**src/rtl/fft_pkg.sv**
```systemverilog
`default_nettype none
// ============================================================================
// Module : fft_pkg
// Brief  : Shared defaults and fixed-point helpers for the SDF FFT pipeline.
// Rev    : 1.0  initial release
// ============================================================================
package fft_pkg;

    localparam int WIDTH_DEF = 16;
    localparam int LOG_N_DEF = 6;
    localparam int FRAME_LEN = 64;
    localparam int Q15_SHIFT = WIDTH_DEF - 1;

    // Saturation limits of a signed w-bit word.
    function automatic longint sat_hi(input int w);
        return (longint'(1) <<< (w - 1)) - longint'(1);
    endfunction

    function automatic longint sat_lo(input int w);
        return -(longint'(1) <<< (w - 1));
    endfunction

endpackage
`default_nettype wire

```
**src/rtl/twiddle_cmult.sv**
```systemverilog
`default_nettype none
// ============================================================================
// Module : twiddle_cmult
// Brief  : Registered complex multiply, Q15 scale, saturate, with bypass.
//          TWIDDLE_ROUND_EN selects round-half-up instead of floor.
// Rev    : 1.0  initial release
// ============================================================================
module twiddle_cmult
    import fft_pkg::*;
#(
    parameter int WIDTH = WIDTH_DEF
) (
    input  logic                    clock,
    input  logic                    reset_n,
    input  logic                    load,
    input  logic                    bypass,
    input  logic signed [WIDTH-1:0] a_re,
    input  logic signed [WIDTH-1:0] a_im,
    input  logic signed [WIDTH-1:0] tw_re,
    input  logic signed [WIDTH-1:0] tw_im,
    output logic        [WIDTH-1:0] y_re,
    output logic        [WIDTH-1:0] y_im
);

    localparam int PW  = 2 * WIDTH;
    localparam int PW1 = PW + 1;
    localparam logic signed [PW:0] SAT_HI = PW1'(sat_hi(WIDTH));
    localparam logic signed [PW:0] SAT_LO = PW1'(sat_lo(WIDTH));
`ifdef TWIDDLE_ROUND_EN
    localparam logic signed [PW:0] ROUND_BIAS = PW1'(longint'(1) <<< (WIDTH - 2));
`endif

    logic signed [PW-1:0] p_rr, p_ii, p_ri, p_ir;
    logic                 byp3;
    logic [WIDTH-1:0]     d3_re, d3_im;
    logic signed [PW:0]   sum_re, sum_im, sc_re, sc_im;

    function automatic logic [WIDTH-1:0] sat(input logic signed [PW:0] v);
        if (v > SAT_HI)      sat = SAT_HI[WIDTH-1:0];
        else if (v < SAT_LO) sat = SAT_LO[WIDTH-1:0];
        else                 sat = v[WIDTH-1:0];
    endfunction

    always_ff @(posedge clock or negedge reset_n) begin
        if (!reset_n) begin
            p_rr  <= '0;
            p_ii  <= '0;
            p_ri  <= '0;
            p_ir  <= '0;
            byp3  <= 1'b0;
            d3_re <= '0;
            d3_im <= '0;
        end else begin
            p_rr  <= PW'(a_re) * PW'(tw_re);
            p_ii  <= PW'(a_im) * PW'(tw_im);
            p_ri  <= PW'(a_re) * PW'(tw_im);
            p_ir  <= PW'(a_im) * PW'(tw_re);
            byp3  <= bypass;
            d3_re <= a_re;
            d3_im <= a_im;
        end
    end

    // One guard bit keeps the sum exact before scaling.
    always_comb begin
        sum_re = {p_rr[PW-1], p_rr} - {p_ii[PW-1], p_ii};
        sum_im = {p_ri[PW-1], p_ri} + {p_ir[PW-1], p_ir};
`ifdef TWIDDLE_ROUND_EN
        sum_re = sum_re + ROUND_BIAS;
        sum_im = sum_im + ROUND_BIAS;
`endif
        sc_re = sum_re >>> (WIDTH - 1);
        sc_im = sum_im >>> (WIDTH - 1);
    end

    always_ff @(posedge clock or negedge reset_n) begin
        if (!reset_n) begin
            y_re <= '0;
            y_im <= '0;
        end else if (load) begin
            y_re <= byp3 ? d3_re : sat(sc_re);
            y_im <= byp3 ? d3_im : sat(sc_im);
        end
    end

endmodule
`default_nettype wire

```
**src/rtl/twiddle_rom.sv**
```systemverilog
`default_nettype none
// ============================================================================
// Module : twiddle_rom
// Brief  : 64-entry Q1.15 twiddle table W64^k = cos - j*sin, optional output FF.
// Rev    : 1.0  initial release
// ============================================================================
module twiddle_rom
    import fft_pkg::*;
#(
    parameter int WIDTH = WIDTH_DEF,
    parameter int TW_FF = 1
) (
    input  logic             clock,
    input  logic             reset_n,
    input  logic [5:0]       addr,
    output logic [WIDTH-1:0] tw_re,
    output logic [WIDTH-1:0] tw_im
);

    // Quarter-wave table round(32768*cos(j*pi/32)), +1.0 clipped to 32767.
    function automatic logic signed [15:0] quarter(input logic [4:0] j);
        case (j)
            5'd0:    quarter = 16'sd32767;
            5'd1:    quarter = 16'sd32610;
            5'd2:    quarter = 16'sd32138;
            5'd3:    quarter = 16'sd31357;
            5'd4:    quarter = 16'sd30274;
            5'd5:    quarter = 16'sd28899;
            5'd6:    quarter = 16'sd27246;
            5'd7:    quarter = 16'sd25330;
            5'd8:    quarter = 16'sd23170;
            5'd9:    quarter = 16'sd20788;
            5'd10:   quarter = 16'sd18205;
            5'd11:   quarter = 16'sd15447;
            5'd12:   quarter = 16'sd12540;
            5'd13:   quarter = 16'sd9512;
            5'd14:   quarter = 16'sd6393;
            5'd15:   quarter = 16'sd3212;
            default: quarter = 16'sd0;
        endcase
    endfunction

    logic signed [15:0] cos_j, sin_j, cos_k, sin_k;
    logic [WIDTH-1:0]   re_c, im_c;

    always_comb begin
        cos_j = quarter({1'b0, addr[3:0]});
        sin_j = quarter(5'd16 - {1'b0, addr[3:0]});
        case (addr[5:4])
            2'd0:    begin cos_k = cos_j;  sin_k = sin_j;  end
            2'd1:    begin cos_k = -sin_j; sin_k = cos_j;  end
            2'd2:    begin cos_k = -cos_j; sin_k = -sin_j; end
            default: begin cos_k = sin_j;  sin_k = -cos_j; end
        endcase
        re_c = WIDTH'(cos_k);
        im_c = WIDTH'(-sin_k);
    end

    generate
        if (TW_FF != 0) begin : g_reg
            always_ff @(posedge clock or negedge reset_n) begin
                if (!reset_n) begin
                    tw_re <= '0;
                    tw_im <= '0;
                end else begin
                    tw_re <= re_c;
                    tw_im <= im_c;
                end
            end
        end else begin : g_comb
            assign tw_re = re_c;
            assign tw_im = im_c;
        end
    endgenerate

endmodule
`default_nettype wire

```
**src/rtl/twiddle_rotator.sv**
```systemverilog
`default_nettype none
// ============================================================================
// Module : twiddle_rotator
// Brief  : Radix-2^2 twiddle address generator and 4-stage sample rotator.
//          TWIDDLE_ROUND_EN (optional) enables round-half-up scaling.
// Rev    : 1.0  initial release
// ============================================================================
module twiddle_rotator
    import fft_pkg::*;
#(
    parameter int WIDTH = WIDTH_DEF,
    parameter int LOG_N = LOG_N_DEF
) (
    input  logic             clock,
    input  logic             reset_n,
    input  logic             di_en,
    input  logic [WIDTH-1:0] di_re,
    input  logic [WIDTH-1:0] di_im,
    output logic             do_en,
    output logic [WIDTH-1:0] do_re,
    output logic [WIDTH-1:0] do_im,
    output logic             do_start
);

    localparam logic [LOG_N-1:0] LAST_IDX = LOG_N'(FRAME_LEN - 1);

    logic [LOG_N-1:0] cnt;
    logic [1:0]       sel;
    logic [3:0]       num;
    logic [5:0]       addr_nxt;

    logic [WIDTH-1:0] s1_re, s1_im, s2_re, s2_im;
    logic [5:0]       s1_addr;
    logic             s1_valid, s1_start, s1_byp;
    logic             s2_valid, s2_start, s2_byp;
    logic             s3_valid, s3_start;
    logic [WIDTH-1:0] tw_re, tw_im;

    // Max product 15*3 = 45, so six bits hold the address losslessly.
    assign sel      = {cnt[4], cnt[5]};
    assign num      = cnt[3:0];
    assign addr_nxt = {2'b00, num} * {4'b0000, sel};

    always_ff @(posedge clock or negedge reset_n) begin
        if (!reset_n) begin
            cnt      <= '0;
            s1_re    <= '0;
            s1_im    <= '0;
            s1_addr  <= '0;
            s1_valid <= 1'b0;
            s1_start <= 1'b0;
            s1_byp   <= 1'b0;
            s2_re    <= '0;
            s2_im    <= '0;
            s2_valid <= 1'b0;
            s2_start <= 1'b0;
            s2_byp   <= 1'b0;
            s3_valid <= 1'b0;
            s3_start <= 1'b0;
            do_en    <= 1'b0;
            do_start <= 1'b0;
        end else begin
            if (di_en) begin
                cnt <= (cnt == LAST_IDX) ? '0 : cnt + LOG_N'(1);
            end
            s1_re    <= di_re;
            s1_im    <= di_im;
            s1_addr  <= addr_nxt;
            s1_valid <= di_en;
            s1_start <= di_en && (cnt == '0);
            s1_byp   <= (addr_nxt == '0);
            s2_re    <= s1_re;
            s2_im    <= s1_im;
            s2_valid <= s1_valid;
            s2_start <= s1_start;
            s2_byp   <= s1_byp;
            s3_valid <= s2_valid;
            s3_start <= s2_start;
            do_en    <= s3_valid;
            do_start <= s3_start;
        end
    end

    twiddle_rom #(
        .WIDTH (WIDTH),
        .TW_FF (1)
    ) u_rom (
        .clock   (clock),
        .reset_n (reset_n),
        .addr    (s1_addr),
        .tw_re   (tw_re),
        .tw_im   (tw_im)
    );

    twiddle_cmult #(
        .WIDTH (WIDTH)
    ) u_cmult (
        .clock   (clock),
        .reset_n (reset_n),
        .load    (s3_valid),
        .bypass  (s2_byp),
        .a_re    (s2_re),
        .a_im    (s2_im),
        .tw_re   (tw_re),
        .tw_im   (tw_im),
        .y_re    (do_re),
        .y_im    (do_im)
    );

endmodule
`default_nettype wire

```
**config.mk**
```make
export PLATFORM = sky130hd
export DESIGN_NAME = twiddle_rotator
export DESIGN_NICKNAME = d
export VERILOG_FILES = /design/src/rtl/fft_pkg.sv /design/src/rtl/twiddle_cmult.sv /design/src/rtl/twiddle_rom.sv /design/src/rtl/twiddle_rotator.sv
export SDC_FILE = /design/constraint.sdc
export NUM_CORES = 2
export LEC_CHECK = 0
export CAP_MARGIN = 10
export CELL_PAD_IN_SITES_DETAIL_PLACEMENT = 2
export CELL_PAD_IN_SITES_GLOBAL_PLACEMENT = 2
export CORE_MARGIN = 2
export CORE_UTILIZATION = 40
export DETAILED_ROUTE_END_ITERATION = 7
export MAX_ROUTING_LAYER = met4
export PLACE_DENSITY_LB_ADDON = 0.1
export SLEW_MARGIN = 20
export SYNTH_ARGS = -nofsm -noshare
export SYNTH_HDL_FRONTEND = slang
export SYNTH_SLANG_ARGS = --single-unit
```
**constraint.sdc**
```tcl
create_clock -name clock -period 11.8 [get_ports clock]
set_input_delay 2.36 -clock clock [delete_from_list [all_inputs] [get_ports clock]]
set_output_delay 2.36 -clock clock [all_outputs]
set_load 0.05 [all_outputs]
```
After elaboration in Yosys (flattened, before gate mapping). Memory sizes are Yosys's and may differ from the RTL's. Index checks and enable logic that the tools add are counted.

$add $sub $neg: 7. Multiply operators: 5. Order comparisons: 4. Equal/unequal tests: 3. Multiplexer cells: 10. Reductions and logical operators: 4.

Operators with widths (number): $mul 16x16->32 (4); $mux 16 (7); $pmux 16 s3 (2); $neg 16->16 (3); $gt 18x16->1 const B (2); $lt 18x16->1 const B (2); $add 32x32->33 (1); $sub 32x32->33 (1); $logic_not 6->1 (2); $add 6x1->6 const B (1); $eq 6x6->1 const B (1); $mul 4x2->6 (1); $mux 6 (1); $sub 5x4->5 const A (1); $eq 2x1->1 const B (1); $eq 2x2->1 const B (1); $logic_not 2->1 (1); $logic_and 1x1->1 (1).

Flip-flop bits (word level): 311. ROM bits: 480. Input port bits: 35. Output and inout port bits: 34. Logic and storage cells: 62. Memories: 2.

Memory list: (name not given) (words 16, bits a word 15, rd ports 1, clocked after memory_dff 0, write ports 0, line twiddle_rom.sv:22) `case (j)`; (name not given) (words 16, bits a word 15, rd ports 1, clocked after memory_dff 0, write ports 0, line twiddle_rom.sv:22).

Longest topological paths before layout. An unclocked memory read counts as a cell.

Depth in word-level cells: 6. Gate-level depth with buffers: 24. Gate-level depth less buffers: 23.

Modules after synthesis. From an unflattened synthesis, not the netlist that was laid out.

Cell total of the unflattened synthesis: 5631. Area total of the unflattened synthesis: 53752.8 um2.

Modules (own cells, without submodules): twiddle_cmult (times used 1, cells each 5022, area an instance 47526.8 um2, sequential area each 4829.6 um2); twiddle_rom (times used 1, cells each 467, area an instance 3717.3 um2, sequential area each 800.8 um2); twiddle_rotator (times used 1, cells each 142, area an instance 2508.7 um2, sequential area each 2152.1 um2).

Worst setup path after synthesis. OpenSTA, ideal clock, no wires.

Kind: reg-to-reg. Start point: register s2_re[7]. End point: register u_cmult.p_rr[24]. Arrival: 6.387 ns. Required time: 11.713 ns. Setup slack: 5.326 ns. Cell stages (with the launch flop): 24. Buffers on the path: 1. Clock period less this slack: 6.474 ns. Cell sequence: dfrtp_1 clkbuf_1 nand2_1 fa_1 inv_1 fa_1 inv_1 fa_1 inv_1 fa_1 fa_1 inv_1 fa_1 inv_1 ha_1 a21o_1 a21o_1 a21o_1 a21o_1 a221oi_1 nor2b_1 o41ai_1 or4b_2 o211ai_1.

Cells in the longest elaborated chain, start to end: 1.

RTL lines: start, declared (line twiddle_rotator.sv:32) `logic [WIDTH-1:0] s1_re, s1_im, s2_re, s2_im;`; start signal, assigned (line twiddle_rotator.sv:72) `s2_re <= s1_re;`; $mul 16x16->32 (line twiddle_cmult.sv:54) `p_rr <= PW'(a_re) * PW'(tw_re);`; end signal, assigned (line twiddle_cmult.sv:54); end, declared (line twiddle_cmult.sv:33) `logic signed [PW-1:0] p_rr, p_ii, p_ri, p_ir;`.

No other way between the ends. A chain may end at the register's enable or synchronous reset.

Worst setup path after layout.
Start point: register u_rom.tw_re[15]. End point: register u_cmult.p_rr[24].

Cells in the longest elaborated chain, start to end: 1.

RTL lines: start, declared (line twiddle_rom.sv:16) `output logic [WIDTH-1:0] tw_re,`; start signal, assigned (line twiddle_rom.sv:66) `tw_re <= re_c;`; $mul 16x16->32 (line twiddle_cmult.sv:54).

No other way between the ends.

==> summary.txt <==
Final layout
  • Share of cells above drive strength 1: approximately 3.8%
  • Fill count: 14,300
  • Final net count: 7,060
  • Multi-input logic area: 40,100 um2
  • Most common cell after layout, fill and taps aside: inv_1
  • Seq. cell area: roughly 8000 um2
  • Final core occ: a little over two fifths
  • Area Growth Syn to Fin: 7.62%
  • Final Cell Area: 57,500 um2
  • Commonest non-fill, non-tap cells in the layout: inv_1 (1,199), fa_1 (1,049), nand2_1 (593)

Logic synthesis
  • Top FF cell, synth: dfrtp_1
  • Synth cell types: 87
  • Average instance area after synthesis: between 9 and 10 um2
  • Post-synth net total: 7,116
  • Post-synth EDFFs: 0
  • Async set-reset flop share out of synthesis: 100%
  • Flops & latches, synth: 311
  • Synth Instances: 5,628
  • Synth Cell Area: 53,400 um2
  • Synth warn: 0
  • Sequential area share after synthesis: between 10% and 20%

Timing
  • RSZ-0062 raised after global routing: no
  • Fin Setup TNS: 0 ns
  • Final setup fails: 0
  • Final-report hold violation count: 0
  • Fin. max-slew vios: 0
  • Max frequency: 132 MHz
  • Max-slew headroom: 23.5%
  • Final hold slack: 0.346 ns
  • Final min period: 7.58 ns
  • Final worst-path cycle share: 64.3%
  • Least-Margin Pin Slew: 1.14 ns
  • Setup Skew: 0.0311 ns

Clock network
  • TritonCTS Buffers: between 40 and 50
  • Clock-pin slew on the worst setup and hold paths: 0.06 ns
  • Post-CTS setup buffers: 0
  • Clock Tree Root: clkbuf_16
  • Post-CTS sizing: 0
  • CTS H-Tree Depth: 2
  • Clk_lat worst skew: 0.64 ns
  • Clock sink total: 311
  • Clock Tree Buf Depth: 3
  • CTS tree: built
  • Hold_buf cts: 0

Worst setup path
  • CP delay by family, top: adder cells
  • Crit Path Category: flop to flop
  • Critical Path Sink Type: flop
  • Worst path cell trace: clkinv_1 -> buf_4 -> nor2_1 -> fa_1 -> fa_1 -> fa_1 -> fa_1 -> fa_1 -> inv_1 -> fa_1 -> inv_1 -> ha_1 -> a21o_1 -> a21o_1 -> a221oi_1 -> nor2b_1 -> o41ai_1 -> or4b_2 -> o211ai_1
  • Crit path DAT: roughly 8.1 ns
  • Largest stage delay, worst path: 0.68 ns
  • Startpoint Class: flop
  • Critical path buffer and inverter count: 4
  • CP max-delay cell: clkinv_1
  • Worst path most repeated cell: fa_1
  • Crit-path max FO: 15
  • Worst EP required: between 10 and 15 ns

Global route
  • Met3 Use GR: 2.27%
  • Most used routing layer: met2
  • Grt met2 use: 42.5%
  • First-pass GRT wire length: 264,000 um
  • Pin count of the biggest net entering global routing: 84
  • Vias in the first global route: 45,200
  • Met1 Use GR: roughly a third
  • Global route overflow: 0
  • Initial antenna violation count: 5
  • GRT Total Usage: approximately a quarter

Floorplan
  • DIE AREA: 137,000 um2
  • Core area: 133,000 um2
  • IO Count: just under 70
  • Initial Utilization: 40.2%
  • Rows: 134
  • Die Width: 369 um
  • Die Height: roughly 370 um

Route
  • DRT Pass-1 Iters: 5
  • Routed Wire Length: 163,000 um
  • First DRT Iteration DRCs: just under 2,000
  • ANT nets after route: 0
  • Wire per inst: 22.1 um
  • Vias after detailed routing: 38,500
  • Via density: 5.21
  • Drt drc: 0

Placed design
  • Dpl hpwl: ~120,000 um
  • I/O Buffers: 68
  • Final Wtd Congestion: 0.813
  • Placed cell area: 55,900 um2

Run status
  • Status: finished, final reports clean

Worst hold path
  • Hold Crit Class: flop to flop

Flow run
  • Maxcap violations: 0
## routing by layer
metal / up-vias / wire (um) / part of all wire [%]
met5: - / 0 / 0
met4: 0 / 3520 / 2.2
met3: 121 / 4530 / 2.8
met2: 443 / 80000 / 49
met1: 20800 / 74900 / 46
li1: 17100 / - / -
## kinds of logic (layout without fill, tap and decap cells)
kind of cell,count (synthesis),in the layout,share of synthesized area [%]
flip-flops,311,311,14.6
other,0,1,0
multiplexers,30,30,0.824
AO/OA/AOI/OAI,631,631,7.75
adder cells (fa/ha/maj),1453,1453,48.8
XOR/XNOR,179,179,2.93
AND/OR/NAND/NOR,1566,1566,14.8
buffers and inverters,1458,1438,10.4
## state kept, by name (all words and copies together), names as in the netlist, 6 cells and up
| signal | flops |
|---|---|
| s1_re | 16 |
| u_cmult.p_rr | 32 |
| u_cmult.d3_im | 16 |
| u_cmult.y_im | 16 |
| s1_im | 16 |
| s2_im | 16 |
| s2_re | 16 |
| u_cmult.p_ii | 32 |
| u_cmult.d3_re | 16 |
| u_cmult.p_ir | 32 |
| u_rom.tw_im | 16 |
| cnt | 6 |
| u_cmult.p_ri | 32 |
| s1_addr | 6 |
| u_cmult.y_re | 16 |
| u_rom.tw_re | 16 |
## area by class of cell
| cell class | count | share of cell area (%) |
|---|---|---|
| Sequential cell | 311 | 13.6 |
| Clock inverter | 21 | 0.507 |
| Antenna cell | 1 | 0.00435 |
| Multi-Input combinational cell | 3859 | 69.8 |
| Inverter | 1203 | 7.85 |
| Timing Repair Buffer | 152 | 2.29 |
| Tap cell | 1768 | 3.85 |
| Clock buffer | 62 | 2.19 |
## final timing paths
path	from	endpoint	slack [ns]	depth (start not counted)
max	u_rom.tw_re[15]	u_cmult.p_rr[24]	4.22	19
min	s1_im[6]	s2_im[6]	0.35	0
max reg2reg	u_rom.tw_re[15]	u_cmult.p_rr[24]	4.22	19
min reg2reg	s1_im[6]	s2_im[6]	0.35	0
max in group asynchronous	reset_n	s2_re[8]	7.73	3
min in group asynchronous	reset_n	u_cmult.p_ii[2]	1.77	1
## per-stage QoR
step | instances | worst slack, ns
after floorplan | 5628 | 5.33
after global placement | 7293 | 4.38
after detailed placement | 7293 | 4.24
after CTS | 7376 | 4.21
after global routing | 7376 | 3.81
final | 7377 | 4.22
## Yosys cell counts (81+ instances only)
library cell  count  area (um2)
inv_1          1199        4500
fa_1           1049       21000
nand2_1         593        2230
and2_1          515        3220
ha_1            404        5050
dfrtp_1         311        7780
clkbuf_1        231         867
nor2_1          172         646
a21oi_1         154         771
o21ai_0         141         706
xnor2_1         138        1210
a21o_1           81         608
Power is left out: the tool's default activity adds up to more than one toggle a clock period on the data nets, which glitch-free logic cannot reach.
